==> src/rtl/sw_input_pkg.sv <==
// sw_input_pkg: register offsets and bus width shared by the switch-input
// peripheral, its bus interface and its testbench.
package sw_input_pkg;

    localparam int DATA_W = 32;

    localparam logic [1:0] REG_STATE    = 2'd0;
    localparam logic [1:0] REG_RISE     = 2'd1;
    localparam logic [1:0] REG_FALL     = 2'd2;
    localparam logic [1:0] REG_IRQ_MASK = 2'd3;

endpackage

==> src/rtl/sw_input_if.sv <==
// sw_input_if: native SoC memory bus as seen by one peripheral.
// The CPU side uses the master modport, the peripheral the slave modport.
interface sw_input_if;
    import sw_input_pkg::*;

    logic              mem_valid;
    logic              mem_sel;
    logic [3:0]        mem_addr;
    logic [DATA_W-1:0] mem_wdata;
    logic [3:0]        mem_wstrb;
    logic              mem_ready;
    logic [DATA_W-1:0] mem_rdata;

    modport master (
        output mem_valid, mem_sel, mem_addr, mem_wdata, mem_wstrb,
        input  mem_ready, mem_rdata
    );

    modport slave (
        input  mem_valid, mem_sel, mem_addr, mem_wdata, mem_wstrb,
        output mem_ready, mem_rdata
    );

endinterface

==> src/rtl/sw_debounce.sv <==
// sw_debounce: one switch bit. Two-flop synchroniser, a saturating
// stability counter and the debounced value. The rise/fall pulses are
// combinational and high in the cycle whose clock edge flips the stable
// value, so a pending register sampling them updates on the same edge.
module sw_debounce #(
    parameter int DEBOUNCE_CYCLES = 500000
) (
    input  logic clk,
    input  logic resetn,
    input  logic sw_raw,
    output logic stable,
    output logic rise_pulse,
    output logic fall_pulse
);

    localparam int              CNT_W   = $clog2(DEBOUNCE_CYCLES);
    localparam logic [CNT_W-1:0] CNT_MAX = CNT_W'(DEBOUNCE_CYCLES - 1);

    logic             sync1_q, sync1_d;
    logic             sync2_q, sync2_d;
    logic             stable_q, stable_d;
    logic [CNT_W-1:0] cnt_q, cnt_d;

    // Count consecutive disagreeing cycles; flip the stable value once the
    // count has run its full length, clear the count on any agreement.
    always_comb begin
        sync1_d  = sw_raw;
        sync2_d  = sync1_q;
        stable_d = stable_q;
        cnt_d    = '0;
        if (sync2_q != stable_q) begin
            if (cnt_q == CNT_MAX) begin
                stable_d = ~stable_q;
            end else begin
                cnt_d = cnt_q + CNT_W'(1);
            end
        end
    end

    // Synchroniser, counter and stable value all clear asynchronously.
    always_ff @(posedge clk or negedge resetn) begin
        if (!resetn) begin
            sync1_q  <= 1'b0;
            sync2_q  <= 1'b0;
            stable_q <= 1'b0;
            cnt_q    <= '0;
        end else begin
            sync1_q  <= sync1_d;
            sync2_q  <= sync2_d;
            stable_q <= stable_d;
            cnt_q    <= cnt_d;
        end
    end

    assign stable     = stable_q;
    assign rise_pulse = stable_d & ~stable_q;
    assign fall_pulse = ~stable_d & stable_q;

endmodule

==> src/rtl/sw_input.sv <==
// sw_input: debounced board switches with sticky rise/fall pending
// registers readable and write-1-to-clear over the SoC memory bus.
// Define SW_INPUT_IRQ_EN to add the IRQ_MASK register and the irq output;
// without it irq is tied low and offset 3 reads as zero.
module sw_input
    import sw_input_pkg::*;
#(
    parameter int N_SW            = 4,
    parameter int DEBOUNCE_CYCLES = 500000
) (
    input  logic            clk,
    input  logic            resetn,
    input  logic [N_SW-1:0] sw,
    sw_input_if.slave       bus,
    output logic            irq
);

    logic [N_SW-1:0]   stable, rise_pulse, fall_pulse;
    logic [N_SW-1:0]   rise_pend_q, rise_pend_d;
    logic [N_SW-1:0]   fall_pend_q, fall_pend_d;
    logic              mem_ready_q, mem_ready_d;
    logic [DATA_W-1:0] mem_rdata_q, mem_rdata_d;
    logic              accept, wr_lane0;
    logic [1:0]        reg_sel;
    logic [N_SW-1:0]   wr_bits;
    logic [DATA_W-1:0] rd_val;
    logic              unused_bus;
`ifdef SW_INPUT_IRQ_EN
    logic [N_SW-1:0]   irq_mask_q, irq_mask_d;
    logic              irq_q, irq_d;
`endif

    for (genvar i = 0; i < N_SW; i++) begin : g_sw
        sw_debounce #(
            .DEBOUNCE_CYCLES(DEBOUNCE_CYCLES)
        ) u_debounce (
            .clk        (clk),
            .resetn     (resetn),
            .sw_raw     (sw[i]),
            .stable     (stable[i]),
            .rise_pulse (rise_pulse[i]),
            .fall_pulse (fall_pulse[i])
        );
    end

    // Bus decode: one access per two cycles, writes only touch byte lane 0.
    always_comb begin
        accept   = bus.mem_valid & bus.mem_sel & ~mem_ready_q;
        reg_sel  = bus.mem_addr[3:2];
        wr_lane0 = accept & bus.mem_wstrb[0];
        wr_bits  = bus.mem_wdata[N_SW-1:0];
    end

    // Pending bits: apply the W1C clear first so a same-cycle edge wins.
    always_comb begin
        rise_pend_d = rise_pend_q;
        fall_pend_d = fall_pend_q;
        if (wr_lane0 && reg_sel == REG_RISE) begin
            rise_pend_d = rise_pend_q & ~wr_bits;
        end
        if (wr_lane0 && reg_sel == REG_FALL) begin
            fall_pend_d = fall_pend_q & ~wr_bits;
        end
        rise_pend_d = rise_pend_d | rise_pulse;
        fall_pend_d = fall_pend_d | fall_pulse;
    end

    // Read mux, zero-extended; the response is held for the ready cycle only.
    always_comb begin
        rd_val = '0;
        case (reg_sel)
            REG_STATE:    rd_val[N_SW-1:0] = stable;
            REG_RISE:     rd_val[N_SW-1:0] = rise_pend_q;
            REG_FALL:     rd_val[N_SW-1:0] = fall_pend_q;
            REG_IRQ_MASK: begin
`ifdef SW_INPUT_IRQ_EN
                rd_val[N_SW-1:0] = irq_mask_q;
`endif
            end
            default:      rd_val = '0;
        endcase
        mem_ready_d = accept;
        mem_rdata_d = accept ? rd_val : '0;
    end

    // Pending registers and bus response flops.
    always_ff @(posedge clk or negedge resetn) begin
        if (!resetn) begin
            rise_pend_q <= '0;
            fall_pend_q <= '0;
            mem_ready_q <= 1'b0;
            mem_rdata_q <= '0;
        end else begin
            rise_pend_q <= rise_pend_d;
            fall_pend_q <= fall_pend_d;
            mem_ready_q <= mem_ready_d;
            mem_rdata_q <= mem_rdata_d;
        end
    end

`ifdef SW_INPUT_IRQ_EN
    // Mask register and the registered level interrupt.
    always_comb begin
        irq_mask_d = irq_mask_q;
        if (wr_lane0 && reg_sel == REG_IRQ_MASK) begin
            irq_mask_d = wr_bits;
        end
        irq_d = |((rise_pend_q | fall_pend_q) & irq_mask_q);
    end

    // Mask and irq flops clear with the rest of the block.
    always_ff @(posedge clk or negedge resetn) begin
        if (!resetn) begin
            irq_mask_q <= '0;
            irq_q      <= 1'b0;
        end else begin
            irq_mask_q <= irq_mask_d;
            irq_q      <= irq_d;
        end
    end

    assign irq = irq_q;
`else
    assign irq = 1'b0;
`endif

    assign bus.mem_ready = mem_ready_q;
    assign bus.mem_rdata = mem_rdata_q;

    // Bus bits the register map never looks at.
    assign unused_bus = &{1'b0, bus.mem_addr[1:0], bus.mem_wstrb[3:1],
                          bus.mem_wdata[DATA_W-1:N_SW]};

endmodule

==> src/flat_wrapper.sv <==
// flat-port wrapper written by rule: the top's interface ports become plain ports
module sw_input_flat import sw_input_pkg::*;
#(
    parameter int N_SW            = 4,
    parameter int DEBOUNCE_CYCLES = 500000
)
  (clk, resetn, sw, irq, bus_mem_valid, bus_mem_sel, bus_mem_addr, bus_mem_wdata, bus_mem_wstrb, bus_mem_ready, bus_mem_rdata);
  sw_input_if bus_i ();
  input  logic clk;
  input  logic resetn;
  input  logic [N_SW-1:0] sw;
  output logic irq;
  input wire logic [$bits(bus_i.mem_valid)-1:0] bus_mem_valid;
  input wire logic [$bits(bus_i.mem_sel)-1:0] bus_mem_sel;
  input wire logic [$bits(bus_i.mem_addr)-1:0] bus_mem_addr;
  input wire logic [$bits(bus_i.mem_wdata)-1:0] bus_mem_wdata;
  input wire logic [$bits(bus_i.mem_wstrb)-1:0] bus_mem_wstrb;
  output wire logic [$bits(bus_i.mem_ready)-1:0] bus_mem_ready;
  output wire logic [$bits(bus_i.mem_rdata)-1:0] bus_mem_rdata;
  assign bus_i.mem_valid = bus_mem_valid;
  assign bus_i.mem_sel = bus_mem_sel;
  assign bus_i.mem_addr = bus_mem_addr;
  assign bus_i.mem_wdata = bus_mem_wdata;
  assign bus_i.mem_wstrb = bus_mem_wstrb;
  assign bus_mem_ready = bus_i.mem_ready;
  assign bus_mem_rdata = bus_i.mem_rdata;
  sw_input #(.N_SW(N_SW), .DEBOUNCE_CYCLES(DEBOUNCE_CYCLES)) u_core (.clk(clk), .resetn(resetn), .sw(sw), .bus(bus_i), .irq(irq));
endmodule
==> config.mk <==
export PLATFORM = sky130hd
export DESIGN_NAME = sw_input_flat
export DESIGN_NICKNAME = d
export VERILOG_FILES = /design/src/rtl/sw_input_pkg.sv /design/src/rtl/sw_input_if.sv /design/src/rtl/sw_debounce.sv /design/src/rtl/sw_input.sv /design/src/flat_wrapper.sv
export SDC_FILE = /design/constraint.sdc
export NUM_CORES = 1
export LEC_CHECK = 0
export ABC_AREA = 1
export CAP_MARGIN = 20
export CORE_UTILIZATION = 45
export DETAILED_ROUTE_END_ITERATION = 10
export GPL_TIMING_DRIVEN = 0
export PLACE_DENSITY = 0.68
export SLEW_MARGIN = 20
export SYNTH_ARGS = -nofsm -noshare
export SYNTH_HDL_FRONTEND = slang
export SYNTH_HIERARCHICAL = 1
export SYNTH_SLANG_ARGS = --single-unit
export TNS_END_PERCENT = 1
==> constraint.sdc <==
create_clock -name clk -period 1.6 [get_ports clk]
set_input_delay 0.48 -clock clk [delete_from_list [all_inputs] [get_ports clk]]
set_output_delay 0.48 -clock clk [all_outputs]
set_load 0.005 [all_outputs]
==> results.json <==
{
  "max_slew_margin_pct": 59.0,
  "synthAdderAreaFrac_pct": 0.873,
  "num_rows": 40,
  "grt_pass1_vias": 4105,
  "synthSimpleGateAreaFrac_pct": 35.7,
  "cp_max_fo": 9,
  "critical_path_class": "reg -> reg",
  "grt_max_degree": 66,
  "syn_area_per_cell_sq_um": 8.02,
  "endpoint_kind": "flip-flop",
  "initial_core_util_pct": 47.0,
  "cp_cell_sequence": "ha_1, nand2_1, nor2_2, nand3_2, nor3b_1, inv_1, nand2_1",
  "synth_top_family_by_area": "simple AND/OR/NAND/NOR gates",
  "ys_seq_elements": 101,
  "grt_pass1_wl_um": 18600,
  "yosysSeqAreaShare_pct": 44.1,
  "die_w_um": 115,
  "final-seq-area_sq_mm": 0.00253,
  "crit_arrival_ns": 1.76,
  "core_area_sq_mm": 0.0122,
  "finalClockSkew_ns": 0.00897,
  "r2r_slack_ns": 0.13,
  "post-route-min-period_ns": 1.47,
  "busiest_layer": "met2",
  "io_buffers": 18,
  "drv_cap": 0,
  "outcome": "finished, final reports clean",
  "synth_compound_area_share_pct": 2.44,
  "grt_use_met2_pct": 29.8,
  "startpoint_type": "flip-flop",
  "synthDistinctLibCells": 27,
  "final_nets": 826,
  "cts_made_buffers": 9,
  "antenna_cells": 0,
  "dp_hpwl_um": 7800,
  "drc": 0,
  "clock_latency_ns": 0.35,
  "syn_inst": 715,
  "die_y_um": 115,
  "maxClockFrequency_mhz": 679,
  "vdd_drop_max_uv": 557,
  "final_max_slew_viol_count": 0,
  "first_iter_violations": 191,
  "hold_viol": 0,
  "clk_pin_slew_ns": 0.07,
  "antenna_found_initial": 1,
  "drive_gt1_share_pct": 17.1,
  "period_share_pct": 92.1,
  "rsz0062_at_grt": "yes",
  "setup_tns_ns": 0,
  "synth.area.mux_share_pct": 0,
  "slowest_delay_ns": 0.37,
  "clockBufferDepth": 2,
  "postSynth.asyncResetShare_pct": 100,
  "cp_common_cell": "nand2_1",
  "p_leak_uw": 0.00291,
  "setup_viol": 0,
  "use_met3_pct": 3.53,
  "cts.sinks": 101,
  "cts-root-buf": "clkbuf_16",
  "htreeDepth": 3,
  "syn_area_sq_mm": 0.00573,
  "ant_nets": 0,
  "totalWireLength_um": 10800,
  "routedWlPerCell_um": 11.4,
  "crit_slowest_cell": "dfrtp_1",
  "critPathRequiredTime_ns": 1.89,
  "multi_input_area_sq_mm": 0.00279,
  "gpl.final_weighted_congestion": 0.879,
  "min_path_type": "in -> async",
  "grt-ovfl-total": 0,
  "num_io_pins": 82,
  "fin_hold_ws_ns": 0.0224,
  "use_met1_pct": 23.1,
  "dr.pass1.iters": 4,
  "tightest_slew_ns": 0.611,
  "yosys.area_share.xor_xnor_pct": 7.09,
  "synth_top_flop_cell": "dfrtp_1",
  "area_growth_pct": 15.4,
  "die_area_sq_mm": 0.0132,
  "grt_util_all_layers_pct": 18.1,
  "synth_edf_count": 0,
  "vias": 4411,
  "nFillCells": 1134,
  "power.density_mw_per_mm2": 818,
  "via_per_inst": 4.66,
  "yosysWarnings": 6,
  "cts_tree": "done"
}
## area by class of cell
cell class | instances | share of cell area [%]
tap | 168 | 3.18
inverter | 87 | 4.93
buffer | 31 | 3.54
clock buffer | 9 | 3.40
multi-input combinational | 524 | 42.1
sequential | 101 | 38.2
timing repair buffer | 20 | 3.18
clock inverter | 7 | 1.46
## registers in the layout, indices dropped and copies added, names as in the netlist
name and cells:
u_core/bus.mem_ready 1, u_core/g_sw.u_debounce/stable 4, u_core/g_sw.u_debounce/sync1_q 4, u_core/g_sw.u_debounce/sync2_q 4, u_core/g_sw.u_debounce/cnt_q 76, u_core/fall_pend_q 4
u_core/rise_pend_q 4, u_core/bus.mem_rdata 4
## worst max-delay path: cells and delay by family (launching register included)
kind                       cells  cell delay (ns)
and+or+nand+nor                5             0.80
DFF                            1             0.37
adders and majority gates      1             0.17
buffers and inverters          1             0.06
## cell usage after synthesis (4+ instances only)
cell type	n	area, sq um
a21oi_1	16	80.1
nor3b_1	6	45.0
nand3_1	47	235
dfrtp_1	101	2530
o21ai_1	9	45.0
xor2_1	26	228
inv_1	78	293
inv_2	9	33.8
xnor2_1	13	114
nor3_1	5	25.0
nor2_4	21	236
nand2_2	19	119
nand4_1	16	100
ha_1	4	50.1
nand2_1	139	522
xnor2_2	4	65.1
nor2_2	19	119
nor2_1	138	518
buf_4	29	218
## routing by layer
layer / wire length [um] / vias up
met1: 4990 / 2047
met3: 392 / 15
li1: - / 2272
met5: 0 / -
met4: 202 / 0
met2: 5180 / 77
## worst paths after layout
| path | depth (start not counted) | endpoint | from |
|---|---|---|---|
| setup / recovery | 7 | u_core/rise_pend_q[1] | u_core/g_sw[1].u_debounce/cnt_q[0] |
| hold / removal | 1 | u_core/g_sw[2].u_debounce/cnt_q[17] | resetn |
| setup reg to reg | 7 | u_core/rise_pend_q[1] | u_core/g_sw[1].u_debounce/cnt_q[0] |
| hold reg to reg | 0 | u_core/g_sw[2].u_debounce/sync2_q | u_core/g_sw[2].u_debounce/sync1_q |
| max in group asynchronous | 2 | u_core/g_sw[3].u_debounce/cnt_q[8] | resetn |
| min in group clk | 0 | u_core/g_sw[2].u_debounce/sync2_q | u_core/g_sw[2].u_debounce/sync1_q |
## logic make-up (layout without fill, tap and decap cells)
kind of cell	Yosys count	after routing
AOI/OAI and AO/OA	28	28
xor gates and xnor gates	43	43
adders and majority gates	4	4
buffers and inverters	118	154
DFF	101	101
other	1	29
and+or+nand+nor	420	420
## cells in the final DEF (no fill, tap or decap), types with 2 or more instances in the layout
cell type          n
nand2_1          138
nor2_1           138
dfrtp_1          101
inv_1             78
nand3_1           47
buf_4             30
conb_1            29
xor2_1            26
nor2_4            21
nand2_2           20
nor2_2            19
nand4_1           16
a21oi_1           16
xnor2_1           13
clkdlybuf4s50_1   12
clkbuf_16          9
inv_2              9
o21ai_1            9
nor3b_1            6
dlygate4sd2_1      5
nor3_1             5
ha_1               4
nand2_4            3
nand3_4            3
xnor2_4            3
nor3_2             3
o21ai_0            3
inv_6              2
bufinv_16          2
clkinv_2           2
buf_6              2
## timing repair
action	in CTS	in global routing
setup buffers	1	0
hold buffers	0	0
setup endpoints to repair	6	12
resized for setup	6	3
## where the power goes
group	leakage (uW)	total, uW	internal (uW)	switching, uW
clock	0.000160	2350	1380	976
sequential	0.00136	2690	2640	52.7
combinational	0.00139	369	157	211
## metrics by stage
| stage | total power (uW) | setup WS, ns | instances | utilization [%] | cell area (sq um) |
|---|---|---|---|---|---|
| finish | 5410 | 0.127 | 947 | 54.2 | 6620 |
| global route | 5630 | 0.0000893 | 947 | 54.2 | 6620 |
| CTS | 5500 | 0.0701 | 947 | 54.0 | 6590 |
| detailed placement | 3110 | -0.170 | 930 | 51.2 | 6260 |
| global placement | 3090 | -3.71 | 929 | 51.0 | 6230 |
| floorplan | 2950 | 0.341 | 743 | - | 5840 |
No activity file was read; power rests on OpenSTA's default activity.
